==> config.mk <==
export PLATFORM = sky130hd
export DESIGN_NAME = axi4_slice
export DESIGN_NICKNAME = d
export VERILOG_FILES = /design/src/rtl/axi4_slice_pkg.sv /design/src/rtl/axi4_chan_fifo.sv /design/src/rtl/axi4_slice.sv
export SDC_FILE = /design/constraint.sdc
export NUM_CORES = 1
export LEC_CHECK = 0
export BUFFER_PORTS_ARGS = -buffer_cell sky130_fd_sc_hd__buf_2
export CORE_AREA = 2 2 232 234
export CTS_BUF_LIST = sky130_fd_sc_hd__clkbuf_4 sky130_fd_sc_hd__clkbuf_8
export DETAILED_ROUTE_END_ITERATION = 10
export DIE_AREA = 0 0 234 236
export PLACE_DENSITY = 0.67
export RECOVER_POWER = 50
export SYNTH_ARGS = -nofsm -noshare
export SYNTH_HDL_FRONTEND = slang
export SYNTH_SLANG_ARGS = --single-unit
==> constraint.sdc <==
create_clock -name aclk -period 5 [get_ports aclk]
set_clock_uncertainty 0.15 [all_clocks]
set_input_delay 1.25 -clock aclk [delete_from_list [all_inputs] [get_ports aclk]]
set_output_delay 1.25 -clock aclk [all_outputs]
set_load 0.02 [all_outputs]
==> src/rtl/axi4_slice_pkg.sv <==
// axi4_slice_pkg
// Shared widths and field positions for the AXI4 channel slice.
// Payload widths are computed from the per-instance parameters, so one
// design can host several AXI4 flavours side by side.
// Field offsets for AW/AR are measured from the top of the user field,
// i.e. bit (USER_W + OFF) is the LSB of that field in the packed payload.
// Optional feature macro (used by axi4_slice): AXI4_SLICE_USER_EN.

package axi4_slice_pkg;

    localparam int ARLEN_W      = 8;
    localparam int AX_SIZE_W    = 3;
    localparam int AX_BURST_W   = 2;
    localparam int AX_LOCK_W    = 1;
    localparam int AX_CACHE_W   = 4;
    localparam int AX_PROT_W    = 3;
    localparam int AX_QOS_W     = 4;
    localparam int AX_REGION_W  = 4;
    localparam int AX_FIXED_W   = 29;

    localparam int AX_REGION_OFF = 0;
    localparam int AX_QOS_OFF    = 4;
    localparam int AX_PROT_OFF   = 8;
    localparam int AX_CACHE_OFF  = 11;
    localparam int AX_LOCK_OFF   = 15;
    localparam int AX_BURST_OFF  = 16;
    localparam int AX_SIZE_OFF   = 18;
    localparam int AX_LEN_OFF    = 21;

    localparam int RESP_W = 2;

    // AW and AR share the same packing.
    function automatic int aw_w(input int id_w, input int addr_w, input int user_w);
        return id_w + addr_w + AX_FIXED_W + user_w;
    endfunction

    function automatic int w_w(input int data_w, input int user_w);
        return data_w + data_w / 8 + 1 + user_w;
    endfunction

    function automatic int b_w(input int id_w, input int user_w);
        return id_w + RESP_W + user_w;
    endfunction

    function automatic int r_w(input int id_w, input int data_w, input int user_w);
        return id_w + data_w + RESP_W + 1 + user_w;
    endfunction

endpackage

==> src/rtl/axi4_chan_fifo.sv <==
// axi4_chan_fifo
// One AXI4 channel buffer. DEPTH = 0 is a pure wire-through; DEPTH >= 2
// (power of two) is a circular buffer with registered ready and a
// registered read path, so nothing on the s side reaches the m side
// combinationally.
// Ports:
//   clk_i, rst_i            clock, synchronous active-high reset
//   s_valid_i/s_ready_o/s_data_i   upstream handshake and payload
//   m_valid_o/m_ready_i/m_data_o   downstream handshake and payload
//   cnt_o                   occupancy (0 in bypass)

module axi4_chan_fifo #(
    parameter int WIDTH = 8,
    parameter int DEPTH = 2
) (
    input  logic                     clk_i,
    input  logic                     rst_i,
    input  logic                     s_valid_i,
    output logic                     s_ready_o,
    input  logic [WIDTH-1:0]         s_data_i,
    output logic                     m_valid_o,
    input  logic                     m_ready_i,
    output logic [WIDTH-1:0]         m_data_o,
    output logic [$clog2(DEPTH):0]   cnt_o
);

    generate
        if (DEPTH == 0) begin : g_bypass
            logic unused_clk_rst;
            assign unused_clk_rst = clk_i ^ rst_i;

            assign m_valid_o = s_valid_i;
            assign s_ready_o = m_ready_i;
            assign m_data_o  = s_data_i;
            assign cnt_o     = '0;
        end else begin : g_fifo
            localparam int IW = $clog2(DEPTH);
            localparam int PW = IW + 1;

            logic [PW-1:0]    wr_q, wr_d, rd_q, rd_d;
            logic             ready_q;
            logic [WIDTH-1:0] mem_q [DEPTH];
            logic             empty, full_d, push, pop;

            assign empty = (wr_q == rd_q);
            assign push  = s_valid_i & ready_q;
            assign pop   = ~empty & m_ready_i;
            assign wr_d  = wr_q + PW'(push);
            assign rd_d  = rd_q + PW'(pop);
            // Full when the pointers differ only in the wrap bit; ready is
            // registered from the next-state view so it drops the cycle after
            // the filling push and rises the cycle after the first pop.
            assign full_d = ((wr_d ^ rd_d) == {1'b1, {IW{1'b0}}});

            always_ff @(posedge clk_i) begin
                if (rst_i) begin
                    wr_q    <= '0;
                    rd_q    <= '0;
                    ready_q <= 1'b0;
                end else begin
                    wr_q    <= wr_d;
                    rd_q    <= rd_d;
                    ready_q <= ~full_d;
                end
            end

            always_ff @(posedge clk_i) begin
                if (push) begin
                    mem_q[wr_q[IW-1:0]] <= s_data_i;
                end
            end

            assign s_ready_o = ready_q;
            assign m_valid_o = ~empty;
            // Gate with empty so the payload reads 0 out of reset and between
            // bursts instead of exposing stale storage.
            assign m_data_o  = empty ? '0 : mem_q[rd_q[IW-1:0]];
            assign cnt_o     = wr_q - rd_q;
        end
    endgenerate

endmodule

==> src/rtl/axi4_slice.sv <==
// axi4_slice
// Five independent AXI4 channel buffers between a master (s_ ports) and a
// slave (m_ ports). Each channel depth is a parameter: 0 = bypass,
// otherwise a registered FIFO. B and R flow from m_ to s_.
// Ports:
//   aclk, areset                         clock, synchronous active-high reset
//   s_{aw,w,ar}_valid/ready/payload      from master (in/out/in)
//   s_{b,r}_valid/ready/payload          to master   (out/in/out)
//   m_{aw,w,ar}_valid/ready/payload      to slave    (out/in/out)
//   m_{b,r}_valid/ready/payload          from slave  (in/out/in)
//   aw_cnt, w_cnt, b_cnt, ar_cnt, r_cnt  per-channel occupancy
// Optional feature macro: AXI4_SLICE_USER_EN. When undefined, the user field
// (always the LSBs of every payload) is not stored and outputs drive it 0.

module axi4_slice
    import axi4_slice_pkg::*;
#(
    parameter int ID_W     = 4,
    parameter int ADDR_W   = 32,
    parameter int DATA_W   = 64,
    parameter int USER_W   = 1,
    parameter int AW_DEPTH = 2,
    parameter int W_DEPTH  = 2,
    parameter int B_DEPTH  = 2,
    parameter int AR_DEPTH = 2,
    parameter int R_DEPTH  = 2,
    localparam int AW_W    = aw_w(ID_W, ADDR_W, USER_W),
    localparam int W_W     = w_w(DATA_W, USER_W),
    localparam int B_W     = b_w(ID_W, USER_W),
    localparam int R_W     = r_w(ID_W, DATA_W, USER_W)
) (
    input  logic                       aclk,
    input  logic                       areset,

    input  logic                       s_aw_valid,
    output logic                       s_aw_ready,
    input  logic [AW_W-1:0]            s_aw_payload,
    input  logic                       s_w_valid,
    output logic                       s_w_ready,
    input  logic [W_W-1:0]             s_w_payload,
    output logic                       s_b_valid,
    input  logic                       s_b_ready,
    output logic [B_W-1:0]             s_b_payload,
    input  logic                       s_ar_valid,
    output logic                       s_ar_ready,
    input  logic [AW_W-1:0]            s_ar_payload,
    output logic                       s_r_valid,
    input  logic                       s_r_ready,
    output logic [R_W-1:0]             s_r_payload,

    output logic                       m_aw_valid,
    input  logic                       m_aw_ready,
    output logic [AW_W-1:0]            m_aw_payload,
    output logic                       m_w_valid,
    input  logic                       m_w_ready,
    output logic [W_W-1:0]             m_w_payload,
    input  logic                       m_b_valid,
    output logic                       m_b_ready,
    input  logic [B_W-1:0]             m_b_payload,
    output logic                       m_ar_valid,
    input  logic                       m_ar_ready,
    output logic [AW_W-1:0]            m_ar_payload,
    input  logic                       m_r_valid,
    output logic                       m_r_ready,
    input  logic [R_W-1:0]             m_r_payload,

    output logic [$clog2(AW_DEPTH):0]  aw_cnt,
    output logic [$clog2(W_DEPTH):0]   w_cnt,
    output logic [$clog2(B_DEPTH):0]   b_cnt,
    output logic [$clog2(AR_DEPTH):0]  ar_cnt,
    output logic [$clog2(R_DEPTH):0]   r_cnt
);

`ifdef AXI4_SLICE_USER_EN
    localparam int STRIP = 0;
`else
    localparam int STRIP = USER_W;
`endif

    localparam int AWS = AW_W - STRIP;
    localparam int WS  = W_W - STRIP;
    localparam int BS  = B_W - STRIP;
    localparam int RS  = R_W - STRIP;

    logic [AWS-1:0] aw_in, aw_out, ar_in, ar_out;
    logic [WS-1:0]  w_in, w_out;
    logic [BS-1:0]  b_in, b_out;
    logic [RS-1:0]  r_in, r_out;

    // User sits in the LSBs, so dropping it is a right shift on the way in
    // and a left shift (zero fill) on the way out; with STRIP = 0 both are
    // plain wires.
    assign aw_in = AWS'(s_aw_payload >> STRIP);
    assign w_in  = WS'(s_w_payload >> STRIP);
    assign b_in  = BS'(m_b_payload >> STRIP);
    assign ar_in = AWS'(s_ar_payload >> STRIP);
    assign r_in  = RS'(m_r_payload >> STRIP);

    assign m_aw_payload = AW_W'(aw_out) << STRIP;
    assign m_w_payload  = W_W'(w_out) << STRIP;
    assign s_b_payload  = B_W'(b_out) << STRIP;
    assign m_ar_payload = AW_W'(ar_out) << STRIP;
    assign s_r_payload  = R_W'(r_out) << STRIP;

    axi4_chan_fifo #(.WIDTH(AWS), .DEPTH(AW_DEPTH)) u_aw (
        .clk_i(aclk), .rst_i(areset),
        .s_valid_i(s_aw_valid), .s_ready_o(s_aw_ready), .s_data_i(aw_in),
        .m_valid_o(m_aw_valid), .m_ready_i(m_aw_ready), .m_data_o(aw_out),
        .cnt_o(aw_cnt)
    );

    axi4_chan_fifo #(.WIDTH(WS), .DEPTH(W_DEPTH)) u_w (
        .clk_i(aclk), .rst_i(areset),
        .s_valid_i(s_w_valid), .s_ready_o(s_w_ready), .s_data_i(w_in),
        .m_valid_o(m_w_valid), .m_ready_i(m_w_ready), .m_data_o(w_out),
        .cnt_o(w_cnt)
    );

    axi4_chan_fifo #(.WIDTH(BS), .DEPTH(B_DEPTH)) u_b (
        .clk_i(aclk), .rst_i(areset),
        .s_valid_i(m_b_valid), .s_ready_o(m_b_ready), .s_data_i(b_in),
        .m_valid_o(s_b_valid), .m_ready_i(s_b_ready), .m_data_o(b_out),
        .cnt_o(b_cnt)
    );

    axi4_chan_fifo #(.WIDTH(AWS), .DEPTH(AR_DEPTH)) u_ar (
        .clk_i(aclk), .rst_i(areset),
        .s_valid_i(s_ar_valid), .s_ready_o(s_ar_ready), .s_data_i(ar_in),
        .m_valid_o(m_ar_valid), .m_ready_i(m_ar_ready), .m_data_o(ar_out),
        .cnt_o(ar_cnt)
    );

    axi4_chan_fifo #(.WIDTH(RS), .DEPTH(R_DEPTH)) u_r (
        .clk_i(aclk), .rst_i(areset),
        .s_valid_i(m_r_valid), .s_ready_o(m_r_ready), .s_data_i(r_in),
        .m_valid_o(s_r_valid), .m_ready_i(s_r_ready), .m_data_o(r_out),
        .cnt_o(r_cnt)
    );

endmodule
## Yosys cells after proc, flatten, opt, wreduce, memory -nomap -nowiden

Memory sizes are Yosys's and may differ from the RTL's. A register that Yosys moved wholly into a read port is not among the register bits.
Cells that the tools add are included.

- Equality and inequality tests: 10
- Divide/modulo/power cells: 0
- Magnitude comparators: 0
- Add/sub/neg operators: 15
- Shifts and indexed selects: 0
- Reduce and logical (&&, ||, !) cells: 0
- Bitwise logic cells: 25
- Muxes and demuxes: 20
- Multiply operators: 0

Operator list:

| kind | number |
|---|---|
| $mux 65 | 2 |
| $mux 73 | 1 |
| $mux 71 | 1 |
| $add 2x1->2 | 10 |
| $mux 1 | 15 |
| $and 1x1->1 | 10 |
| $eq 2x2->1 | 5 |
| $eq 2x2->1 const B | 5 |
| $not 1->1 | 10 |
| $sub 2x2->2 | 5 |
| $xor 2x2->2 | 5 |
| $mux 6 | 1 |

- Output and inout port bits: 305
- Input bits: 297
- Memories: 5
- Latch bits: 0
- Bits in writable memories: 560
- Memory bits (read-only): 0
- Logic and storage cells: 90
- Register bits after elaboration: 25

Memory list:

| memory | depth | bits a word | rd ports | clocked after memory_dff | wr ports | RTL line | source |
|---|---|---|---|---|---|---|---|
| u_w.g_fifo.mem_q | 2 | 73 | 1 | 1 | 1 | axi4_chan_fifo.sv:42 | `logic [WIDTH-1:0] mem_q [DEPTH];` |
| u_r.g_fifo.mem_q | 2 | 71 | 1 | 1 | 1 | axi4_chan_fifo.sv:42 |  |
| u_ar.g_fifo.mem_q | 2 | 65 | 1 | 1 | 1 | axi4_chan_fifo.sv:42 |  |
| u_aw.g_fifo.mem_q | 2 | 65 | 1 | 1 | 1 | axi4_chan_fifo.sv:42 |  |
| u_b.g_fifo.mem_q | 2 | 6 | 1 | 1 | 1 | axi4_chan_fifo.sv:42 |  |

## Depth between registers and ports, before layout

Gate-level depths: netlist of the first run.

- Word-level depth: 7
- Depth in mapped cells: 10
- Gate-level depth less buffers: 9

## By module

Synthesis of the first run repeated with hierarchy kept, for this count alone.

- Cell total of the unflattened synthesis: 1,325
- Area total of the unflattened synthesis: 23,242.3 µm²

By module, submodules not included:

| module | cells an instance | area an instance (µm²) | times used |
|---|---|---|---|
| axi4_chan_fifo (u_ar ...) | 302 | 5,400.2 | 2 |
| axi4_chan_fifo (u_w) | 335 | 6,028.3 | 1 |
| axi4_chan_fifo (u_r) | 327 | 5,654.2 | 1 |
| axi4_chan_fifo (u_b) | 53 | 718.2 | 1 |
| axi4_slice | 6 | 41.3 | 1 |

## Least setup slack after synthesis of the first run

Ideal clock, no wire load.

- Path kind: input port to flip-flop
- Start: input s_w_valid
- End: register u_w.g_fifo.ready_q (netlist: u_w.s_ready_o)
- Slack: 1,003 ps
- Arrival time: 3,715 ps
- Stages on the path: 5
- Setup time: 132 ps
- Data required time: 4,718 ps
- Path through: and2_1 ha_1 xor2_1 xnor2_1 a21oi_1

- Word-level cells in the longest chain between the ends: 5

Ends and longest elaborated chain:

| element | RTL line | source |
|---|---|---|
| start: declaration | axi4_slice.sv:38 | `input logic s_w_valid,` |
| $and 1x1->1 | axi4_chan_fifo.sv:46 | `assign push = s_valid_i & ready_q;` |
| $add 2x1->2 | axi4_chan_fifo.sv:48 | `assign wr_d = wr_q + PW'(push);` |
| $xor 2x2->2 | axi4_chan_fifo.sv:53 | `assign full_d = ((wr_d ^ rd_d) == {1'b1, {IW{1'b0}}});` |
| $eq 2x2->1 | axi4_chan_fifo.sv:53 |  |
| $not 1->1 | axi4_chan_fifo.sv:63 | `ready_q <= ~full_d;` |
| end signal: assignment | axi4_chan_fifo.sv:63 |  |
| end: declaration | axi4_chan_fifo.sv:41 | `logic ready_q;` |

No other way between the ends.
A chain may end at the register's enable or synchronous reset.

## Worst setup path in the final report of the first run

- Start: register u_r.g_fifo.rd_q[0]
- End: output s_r_payload[66]

- Word-level cells in the longest chain between the ends: 2

Ends and longest elaborated chain:

| element | RTL line | source |
|---|---|---|
| start: declaration | axi4_chan_fifo.sv:40 | `logic [PW-1:0] wr_q, wr_d, rd_q, rd_d;` |
| start signal: assignment | axi4_chan_fifo.sv:62 | `rd_q <= rd_d;` |
| $eq 2x2->1 | axi4_chan_fifo.sv:45 | `assign empty = (wr_q == rd_q);` |
| $mux 71 | axi4_chan_fifo.sv:77 | `assign m_data_o = empty ? '0 : mem_q[rd_q[IW-1:0]];` |
| end: declaration | axi4_slice.sv:49 | `output logic [R_W-1:0] s_r_payload,` |

No other way between the ends.

==> flow_summary_export.csv, run 1 <==
group,metric,value,unit
placement,place_ws,1315,ps
logic_synthesis,syn-instance-count,1325,
setup_path,crit_path_start,"u_r.g_fifo.rd_q[0]",
pwr,ir_drop,0.0003163,V
timing,slew_viol_final,93,
timing,period_minus_slack,4340,ps
logic_synthesis,yosys_warnings,0,
routing,first_pass_iters,5,
cts,cts_root_buf,"clkbuf_8",
cells_and_area,final_common_cell,"edfxtp_1",
timing,fin_crit_sh,0.8680,
cts,clk_path_buf_depth,3,
cts,cts.reportedPaths.clkPinSlew,60,ps
worst_hold_path,hold_class,"register to register",
grt,grt_use_met2,0.3035,
cts,post-cts-setup-buffers,0,
grt,grt_use_met1,0.1957,
grt,antenna_found_initial,17,
cts,ctsHoldBuffers,0,
cts,cts_buffers,95,
grt,busiest_layer,"met2",
floorplan,start_util,0.4255,
setup_path,required,3600,ps
cells_and_area,fillers,4516,
setup_path,r2r_end,"u_w.g_fifo.mem_q[1][29]",
routing,routedWlPerCell,18.54,microns
routing,route.detailed.drc,0,
routing,drt_iter0_drc,502,
worst_hold_path,hold_end,"u_b.g_fifo.wr_q[1]",
timing,rsz0062_at_grt,"false",
placement,dpl.hpwl,34700,microns
status,status,"finished with violations",
logic_synthesis,synth-seq-area-share,0.7668,
status,failed_checks,"max-capacitance violations, max-slew violations",
setup_path,worst-path-max-fanout,39,
cts,clock_latency,650,ps
pwr,power,0.01342,W
timing,fin_ws,659.9,ps
pwr,power.leakage,10.46,nW
timing,setup_violations,0,
timing,worst_slew_pin_slew,2849,ps
logic_synthesis,yosysTopAreaCell,"edfxtp_1",
run,cap_violations,3,
timing,fmax,230.4,MHz
floorplan,num_rows,85,
setup_path,cp-end-kind,"output pin",
logic_synthesis,ys_types,22,
placement,io_buffers,591,
floorplan,io_pins,602,
timing,final_hold_viol_count,0,
worst_hold_path,hold_depth,2,
setup_path,startpoint_type,"register",
setup_path,worstSetupPathType,"register to output pin",
timing,maxSlewHeadroom,-0.8995,
setup_path,arrival,2940,ps
setup_path,ff2ff_setup_slack,1310,ps
logic_synthesis,synth_area_leaders,"edfxtp_1, mux2i_1, nor2_1",
grt,grt_util_met3,0.06649,
cts,htree_levels,3,
cts,cts_tree,"built",
grt,grt_pass1_vias,13610,
logic_synthesis,synthesis.area,22580,sq um
setup_path,r2r_cells,3,
pwr,powerDensity,481.6,nW/um^2
routing,vias,13040,
floorplan,dieArea,55220,sq um
cells_and_area,final_cell_mix,"edfxtp_1, buf_2, nor2_1, mux2i_1, clkbuf_1",
placement,gp_congestion,0.8043,
logic_synthesis,synth_top_area_frac,0.7447,
floorplan,coreArea,53070,sq um
cells_and_area,synthToLayoutAreaGrowth,23.43,%
logic_synthesis,ys_ff_latch,585,
routing,postRouteAntennaNets,0,
routing,wirelength,50960,microns
setup_path,r2r_start,"u_w.s_ready_o",
grt,grt_pass1_wl,74250,microns
cts,numClockSinks,585,
grt,grtUsageTotal,0.1773,
floorplan,dieWidth,234,microns
cts,cts_resized,0,
logic_synthesis,avgSynthCellArea,17.04,sq um
cells_and_area,final_nets,2282,
grt,grt_max_degree,67,
cells_and_area,drive_gt1_frac,0.3279,
routing,vias_per_cell,4.742,
grt,gr-total-overflow,0,
timing,setup_tns,0,ps
worst_hold_path,hp-start,"u_b.g_fifo.wr_q[1]",
floorplan,die_height,236,microns
[routing by layer]
metal / up-vias / part of all wire / routed length (microns)
met2: 487 / 0.51 / 25900
met3: 95 / 0.093 / 4746
met5: - / 0.0013 / 64
met4: 12 / 0.026 / 1305
met1: 6271 / 0.37 / 18940
li1: 6171 / - / -
[cell usage after synthesis (all sizes together)]
library cell / n
mux2i: 280
ha: 20
nor2: 294
clkbuf: 5
edfxtp: 560
dfxtp: 25
inv: 15
a21oi: 5
conb: 1
xnor2: 24
buf: 65
nor2b: 8
and2: 13
xor2: 10
[cells by family after synthesis]
logic type | count (synthesis) | share of synthesized area
AO/OA/AOI/OAI | 5 | 0.001108
XOR/XNOR | 34 | 0.01385
adder cells (fa/ha/maj) | 20 | 0.01108
buffers and inverters | 85 | 0.02515
flip-flops | 585 | 0.7668
multiplexers | 280 | 0.1241
other | 1 | 0.0001661
AND/OR/NAND/NOR | 315 | 0.05768
[power by group]
| group | total, W | switching, W | internal [W] |
|---|---|---|---|
| Combinational | 0.00359 | 0.00239 | 0.00120 |
| Sequential | 0.00584 | 0.000135 | 0.00570 |
| Clock | 0.00400 | 0.00180 | 0.00219 |
[worst max-delay path: stages (launching register included)]
cell	delay, ps
dfxtp_4	710
ha_1	240
and2_2	570
buf_4	470
nor2_1	110
buf_2	170
[layout make-up]
type                       count  area, sq um  share of cell area
clock inverter                35        216.5            0.007766
multi-input combinational    659         4722              0.1694
antenna                       13        32.53            0.001167
inverter                      15        56.30            0.002020
clock buffer                 137         1629             0.05845
sequential                   585        17330              0.6218
tap                          696        870.8             0.03124
timing repair buffer         609         3013              0.1081
[worst max path at each step]
stage               depth (start not counted)         endpoint
finish                                      5  s_r_payload[66]
global placement                            5  s_r_payload[45]
global route                                5  s_r_payload[63]
floorplan                                   5    u_w.s_ready_o
detailed placement                          5  s_r_payload[66]
CTS                                         5  s_r_payload[66]
[registers in the layout, indices dropped and copies added, names as in the netlist, 2 cells and up]
name,flops
u_aw.g_fifo.wr_q,2
u_b.g_fifo.wr_q,2
u_ar.g_fifo.wr_q,2
u_b.g_fifo.mem_q,12
u_w.g_fifo.rd_q,2
u_r.g_fifo.mem_q,142
u_r.g_fifo.rd_q,2
u_ar.g_fifo.mem_q,130
u_w.g_fifo.mem_q,146
u_aw.g_fifo.mem_q,130
u_b.g_fifo.rd_q,2
u_aw.g_fifo.rd_q,2
u_ar.g_fifo.rd_q,2
u_r.g_fifo.wr_q,2
u_w.g_fifo.wr_q,2
[per-stage QoR]
| stage | hold WS, ps | utilization | cell area [sq um] | instances |
|---|---|---|---|---|
| CTS | 404.3 | 0.5277 | 28010 | 2736 |
| floorplan | 354.5 | - | 22600 | 1329 |
| global route | 432.8 | 0.5250 | 27860 | 2744 |
| finish | 396.3 | 0.5252 | 27870 | 2749 |
| global placement | 369.3 | 0.4930 | 26160 | 2564 |
| detailed placement | 376.4 | 0.4930 | 26160 | 2564 |
Power figures use the tool's default switching activity.
==> run 2: changes to the inputs <==
--- a/config.mk
+++ b/config.mk
@@ -6,11 +6,13 @@
 export NUM_CORES = 1
 export LEC_CHECK = 0
 export BUFFER_PORTS_ARGS = -buffer_cell sky130_fd_sc_hd__buf_2
-export CORE_AREA = 2 2 232 234
+export CELL_PAD_IN_SITES_DETAIL_PLACEMENT = 0
+export CELL_PAD_IN_SITES_GLOBAL_PLACEMENT = 1
+export CORE_AREA = 2 2 234 236
 export CTS_BUF_LIST = sky130_fd_sc_hd__clkbuf_4 sky130_fd_sc_hd__clkbuf_8
 export DETAILED_ROUTE_END_ITERATION = 10
-export DIE_AREA = 0 0 234 236
-export PLACE_DENSITY = 0.67
+export DIE_AREA = 0 0 236 238
+export PLACE_DENSITY_LB_ADDON = 0.1
 export RECOVER_POWER = 50
 export SYNTH_ARGS = -nofsm -noshare
 export SYNTH_HDL_FRONTEND = slang
==> run 2 against run 1 <==
- the run still ends with max-capacitance violations, max-slew violations left
- sequential share of layout area rose by 0.18 points
- combinational power increased by 2%
- setup slack better by 42 ps
- cell count is essentially flat
- via count grew 0.31%
- largest cell class unchanged
- register-to-register slack gained 60 ps
- clock power is 3% lower
- die area is 1.7% higher
- critical path type unchanged
==> flow_summary_export.csv, run 2 (synthesized netlist as in run 1, its figures left out) <==
group,metric,value,unit
timing,maxSlewHeadroom,-0.8521,
routing,wirelength,56020,microns
timing,finalHoldWorstSlack,389.8,ps
placement,dpl.hpwl,38780,microns
setup_path,worst-path-max-fanout,35,
worst_hold_path,hold_class,"register to register",
cells_and_area,drive_gt1_frac,0.3198,
routing,routedWlPerCell,20.39,microns
timing,worst_slew_pin_slew,2778,ps
floorplan,coreArea,53500,sq um
cts,numClockSinks,585,
cells_and_area,synthToLayoutAreaGrowth,23.07,%
status,failed_checks,"max-capacitance violations, max-slew violations",
cells_and_area,stdcell_area,27790,sq um
grt,grt_pass1_vias,13240,
placement,dp_cells,2568,
pwr,powerDensity,482.8,nW/um^2
timing,final_hold_viol_count,0,
routing,vias_per_cell,4.760,
status,status,"finished with violations",
routing,postRouteAntennaNets,0,
worst_hold_path,hp-start,"u_r.g_fifo.rd_q[1]",
cts,cts.reportedPaths.clkPinSlew,60,ps
pwr,power,0.01342,W
grt,grtUsageTotal,0.1951,
cells_and_area,final_common_cell,"edfxtp_1",
setup_path,startpoint_type,"register",
run,cap_violations,1,
floorplan,io_pins,602,
routing,vias,13080,
setup_path,cp-end-kind,"output pin",
cts,cts_resized,0,
cts,clock_latency,660,ps
cts,cts_tree,"built",
timing,period_minus_slack,4298,ps
floorplan,dieWidth,236,microns
cts,cts_buffers,95,
cts,htree_levels,3,
floorplan,dieArea,56170,sq um
placement,placed_area,26170,sq um
routing,drt_iter0_drc,494,
cells_and_area,fillers,4738,
floorplan,num_rows,85,
setup_path,arrival,2900,ps
grt,grt_pass1_wl,81010,microns
setup_path,required,3600,ps
pwr,power.leakage,10.42,nW
pwr,ir_drop,0.0002602,V
placement,io_buffers,591,
cts,ctsHoldBuffers,0,
timing,fmax,232.7,MHz
setup_path,r2r_start,"u_w.s_ready_o",
grt,antenna_found_initial,18,
setup_path,worstSetupPathType,"register to output pin",
grt,grt_max_degree,73,
placement,gp_congestion,0.7701,
routing,route.detailed.drc,0,
floorplan,start_util,0.4221,
cts,post-cts-setup-buffers,0,
cells_and_area,layout.cells.non_filler,2747,
cts,cts_root_buf,"clkbuf_8",
setup_path,crit_path_start,"u_aw.g_fifo.rd_q[0]",
timing,setup_tns,0,ps
grt,gr-total-overflow,0,
cells_and_area,final_cell_mix,"edfxtp_1, buf_2, nor2_1, mux2i_1, clkbuf_1",
timing,setup_violations,0,
timing,slew_viol_final,58,
timing,fin_crit_sh,0.8596,
routing,first_pass_iters,5,
cells_and_area,largest_reg_flops,146,
timing,rsz0062_at_grt,"false",
cts,clk_path_buf_depth,3,
cells_and_area,final_nets,2286,
floorplan,die_height,238,microns
==> run 2: path summary, 6_finish.rpt <==
path / end / slack [ps] / cells past startpoint
hold / removal: u_r.g_fifo.rd_q[1] / 390 / 2
setup reg to reg: u_w.g_fifo.wr_q[1] / 1370 / 5
setup / recovery: m_aw_payload[17] / 700 / 5
hold reg to reg: u_r.g_fifo.rd_q[1] / 390 / 2
==> run 2: area by class of cell <==
cell class                 count  area (sq um)  area share
antenna                        9         22.52   0.0008104
clock buffer                 137          1642     0.05907
clock inverter                33         141.4    0.005088
inverter                      15         56.30    0.002026
multi-input combinational    659          4723      0.1700
sequential                   585         17330      0.6237
tap                          696         870.8     0.03134
timing repair buffer         613          3003      0.1081
==> run 2: layer usage <==
layer	GRT usage	routed length [microns]	vias to the layer above
met5	0	138	-
met4	0.08319	1817	20
met3	0.08862	5572	115
met2	0.3263	27760	454
met1	0.2154	20730	6329
li1	-	-	6159
==> run 2: report_power, final <==
part,leakage [nW],switching (W),internal [W]
Combinational,4.12,0.00247,0.00120
Clock,0.945,0.00180,0.00210
Sequential,5.35,0.000158,0.00570
Total,10.4,0.00442,0.00899
==> run 2: through the flow <==
step	util	setup WS, ps
floorplan	-	1003
global placement	0.4892	1345
detailed placement	0.4892	1301
CTS	0.5225	558.8
global route	0.5193	478.3
finish	0.5195	702.2
==> run 2: worst max-delay path: stages (launching register included) <==
cell and delay (ps):
dfxtp_4 630, ha_1 220, and2_2 670, buf_4 420, nor2_1 100, buf_2 170
==> run 3: changes to the inputs <==
--- a/config.mk
+++ b/config.mk
@@ -8,10 +8,11 @@
 export BUFFER_PORTS_ARGS = -buffer_cell sky130_fd_sc_hd__buf_2
 export CELL_PAD_IN_SITES_DETAIL_PLACEMENT = 0
 export CELL_PAD_IN_SITES_GLOBAL_PLACEMENT = 1
-export CORE_AREA = 2 2 234 236
-export CTS_BUF_LIST = sky130_fd_sc_hd__clkbuf_4 sky130_fd_sc_hd__clkbuf_8
+export CORE_AREA = 2 2 233 235
+export CTS_BUF_LIST = sky130_fd_sc_hd__clkbuf_8 sky130_fd_sc_hd__clkbuf_16
+export CTS_CLUSTER_DIAMETER = 30
 export DETAILED_ROUTE_END_ITERATION = 10
-export DIE_AREA = 0 0 236 238
+export DIE_AREA = 0 0 235 237
 export PLACE_DENSITY_LB_ADDON = 0.1
 export RECOVER_POWER = 50
 export SYNTH_ARGS = -nofsm -noshare
==> run 3 against run 2 <==
- the run still ends with max-capacitance violations, max-slew violations left
- fmax decreased by 0.42%
- register-to-register slack got worse by 100 ps
- global-route usage grew 0.36 points
- combinational power decreased by 2%
- setup slack worse by 18 ps
- first-iteration DRC count is 33% higher
- via count rose by 1.9%
- clock power up 110%
- critical endpoint is now m_aw_payload[9]
- highest routed layer unchanged
==> flow_summary_export.csv, run 3 (synthesized netlist as in run 1, its figures left out) <==
group,metric,value,unit
status,status,"finished with violations",
status,failed_checks,"max-capacitance violations, max-slew violations",
setup_path,critPathMaxStageDelay,650,ps
placement,io_buffers,591,
routing,vias_per_cell,4.772,
setup_path,arrival,2920,ps
floorplan,dieArea,55700,sq um
setup_path,r2r_cells,5,
grt,busiest_layer,"met2",
routing,route.detailed.drc,0,
routing,drt_iter0_drc,657,
floorplan,dieWidth,235,microns
grt,grt_util_met3,0.09688,
setup_path,r2r_start,"u_w.s_ready_o",
worst_hold_path,hold_class,"register to register",
pwr,powerDensity,586.1,nW/um^2
setup_path,ff2ff_setup_slack,1270,ps
timing,slew_viol_final,189,
timing,period_minus_slack,4316,ps
timing,worst_slew_pin_slew,2862,ps
setup_path,cp_num_buf_inv,2,
grt,grt_pass1_wl,81750,microns
grt,antenna_found_initial,17,
grt,grt_use_met2,0.3284,
cells_and_area,fillers,4425,
cts,cts_resized,0,
cells_and_area,drive_gt1_frac,0.3376,
setup_path,path_depth,5,
setup_path,worst-path-max-fanout,36,
cts,clock_latency,650,ps
routing,first_pass_iters,5,
setup_path,worstSetupPathType,"register to output pin",
cells_and_area,final_nets,2314,
pwr,ir_drop,0.0003829,V
grt,grtUsageTotal,0.1987,
timing,final_hold_viol_count,0,
cells_and_area,final_cell_mix,"edfxtp_1, buf_2, nor2_1, mux2i_1, clkbuf_16",
placement,dp_cells,2561,
setup_path,critPathTopFamily,"simple AND/OR/NAND/NOR gates",
grt,gr-total-overflow,0,
routing,routedWlPerCell,20.03,microns
grt,grt_use_met1,0.2182,
floorplan,num_rows,85,
run,cap_violations,5,
grt,grt_pass1_vias,13790,
cts,clk_path_buf_depth,3,
cts,post-cts-setup-buffers,0,
cells_and_area,synthToLayoutAreaGrowth,34.15,%
setup_path,startpoint_type,"register",
routing,vias,13330,
cts,numClockSinks,585,
cells_and_area,final_common_cell,"edfxtp_1",
cts,cts_root_buf,"clkbuf_16",
timing,fmax,231.7,MHz
floorplan,start_util,0.4238,
cts,cts.reportedPaths.clkPinSlew,40,ps
grt,grt_max_degree,75,
cells_and_area,largest_reg_flops,146,
timing,fin_crit_sh,0.8632,
cts,htree_levels,4,
timing,setup_violations,0,
routing,wirelength,55940,microns
timing,rsz0062_at_grt,"false",
placement,gp_congestion,0.7697,
setup_path,required,3600,ps
cts,cts_buffers,130,
pwr,power.leakage,11.67,nW
floorplan,coreArea,53280,sq um
setup_path,r2r_end,"u_w.g_fifo.wr_q[1]",
setup_path,crit_path_start,"u_aw.g_fifo.rd_q[0]",
routing,postRouteAntennaNets,0,
placement,dpl.hpwl,37380,microns
cells_and_area,layout.cells.non_filler,2793,
cts,ctsHoldBuffers,0,
setup_path,critPathCapture,"m_aw_payload[9]",
timing,maxSlewHeadroom,-0.9082,
setup_path,crit_path_top_delay_cell,"dfxtp_4",
cts,cts_tree,"built",
setup_path,path_cells,"ha_1, and2_2, buf_4, nor2_1, buf_2",
setup_path,cp-end-kind,"output pin",
floorplan,die_height,237,microns
cells_and_area,multi_input_area,4737,sq um
timing,setup_tns,0,ps
floorplan,io_pins,602,
cells_and_area,final-seq-area,17330,sq um
## run 3: changes by cell type in the layout (fill, tap and decap cells not counted), sizes merged
cell	change
inv	+25
buf	+11
clkinv	+8
bufinv	+20
clkbuf	-20
clkinvlp	+2
## run 3: worst min-delay path, cell delays in order, from the launching register on
cell and delay, ps:
dfxtp_1 350, xnor2_1 80, nor2_1 70
## run 3: per-layer routing
layer | part of all wire | vias up
met5 | 0.0026 | -
met4 | 0.027 | 22
met3 | 0.095 | 111
met2 | 0.50 | 446
met1 | 0.38 | 6493
li1 | - | 6257
## run 3: cell type report
cell class | instances | share of cell area
multi-input cells | 659 | 0.1564
well taps | 696 | 0.02875
repair buffers | 606 | 0.09817
diodes | 9 | 0.0007434
clock buffers | 135 | 0.1108
inverters | 15 | 0.001859
flip-flops and latches | 585 | 0.5721
clock inverters | 88 | 0.03122
## run 3: report_power, final
part           internal, W  total [W]  leakage [nW]  switching [W]
Sequential         0.00572    0.00590          5.35       0.000179
Combinational      0.00118    0.00361          4.14        0.00243
Clock              0.00579    0.00825          2.18        0.00246
Total               0.0127     0.0178          11.7        0.00506
## run 3: worst min-delay path by stage
stage,from,endpoint,slack [ps],cells past startpoint
6_report,u_b.g_fifo.rd_q[1],u_b.g_fifo.rd_q[1],390,2
5_1_grt,u_r.g_fifo.wr_q[1],u_r.g_fifo.wr_q[1],420,2
4_1_cts,u_b.g_fifo.rd_q[1],u_b.g_fifo.rd_q[1],390,2
3_5_place_dp,u_b.g_fifo.rd_q[1],u_b.g_fifo.rd_q[1],380,2
3_3_place_gp,u_b.g_fifo.rd_q[1],u_b.g_fifo.rd_q[1],370,2
2_1_floorplan,u_b.g_fifo.rd_q[1],u_b.g_fifo.rd_q[1],350,2
## run 3: metrics by stage
| stage | cell area [sq um] | hold WS, ps | util | setup WS (ps) | power [W] |
|---|---|---|---|---|---|
| floorplan | 22600 | 354.5 | - | 1003 | 0.008464 |
| global placement | 26130 | 367.7 | 0.4903 | 1276 | 0.009657 |
| detailed placement | 26130 | 378.7 | 0.4903 | 1275 | 0.009670 |
| CTS | 30430 | 387.3 | 0.5711 | 554.4 | 0.01799 |
| global route | 30280 | 418.3 | 0.5683 | 457.5 | 0.01848 |
| finish | 30290 | 385.0 | 0.5686 | 683.9 | 0.01775 |
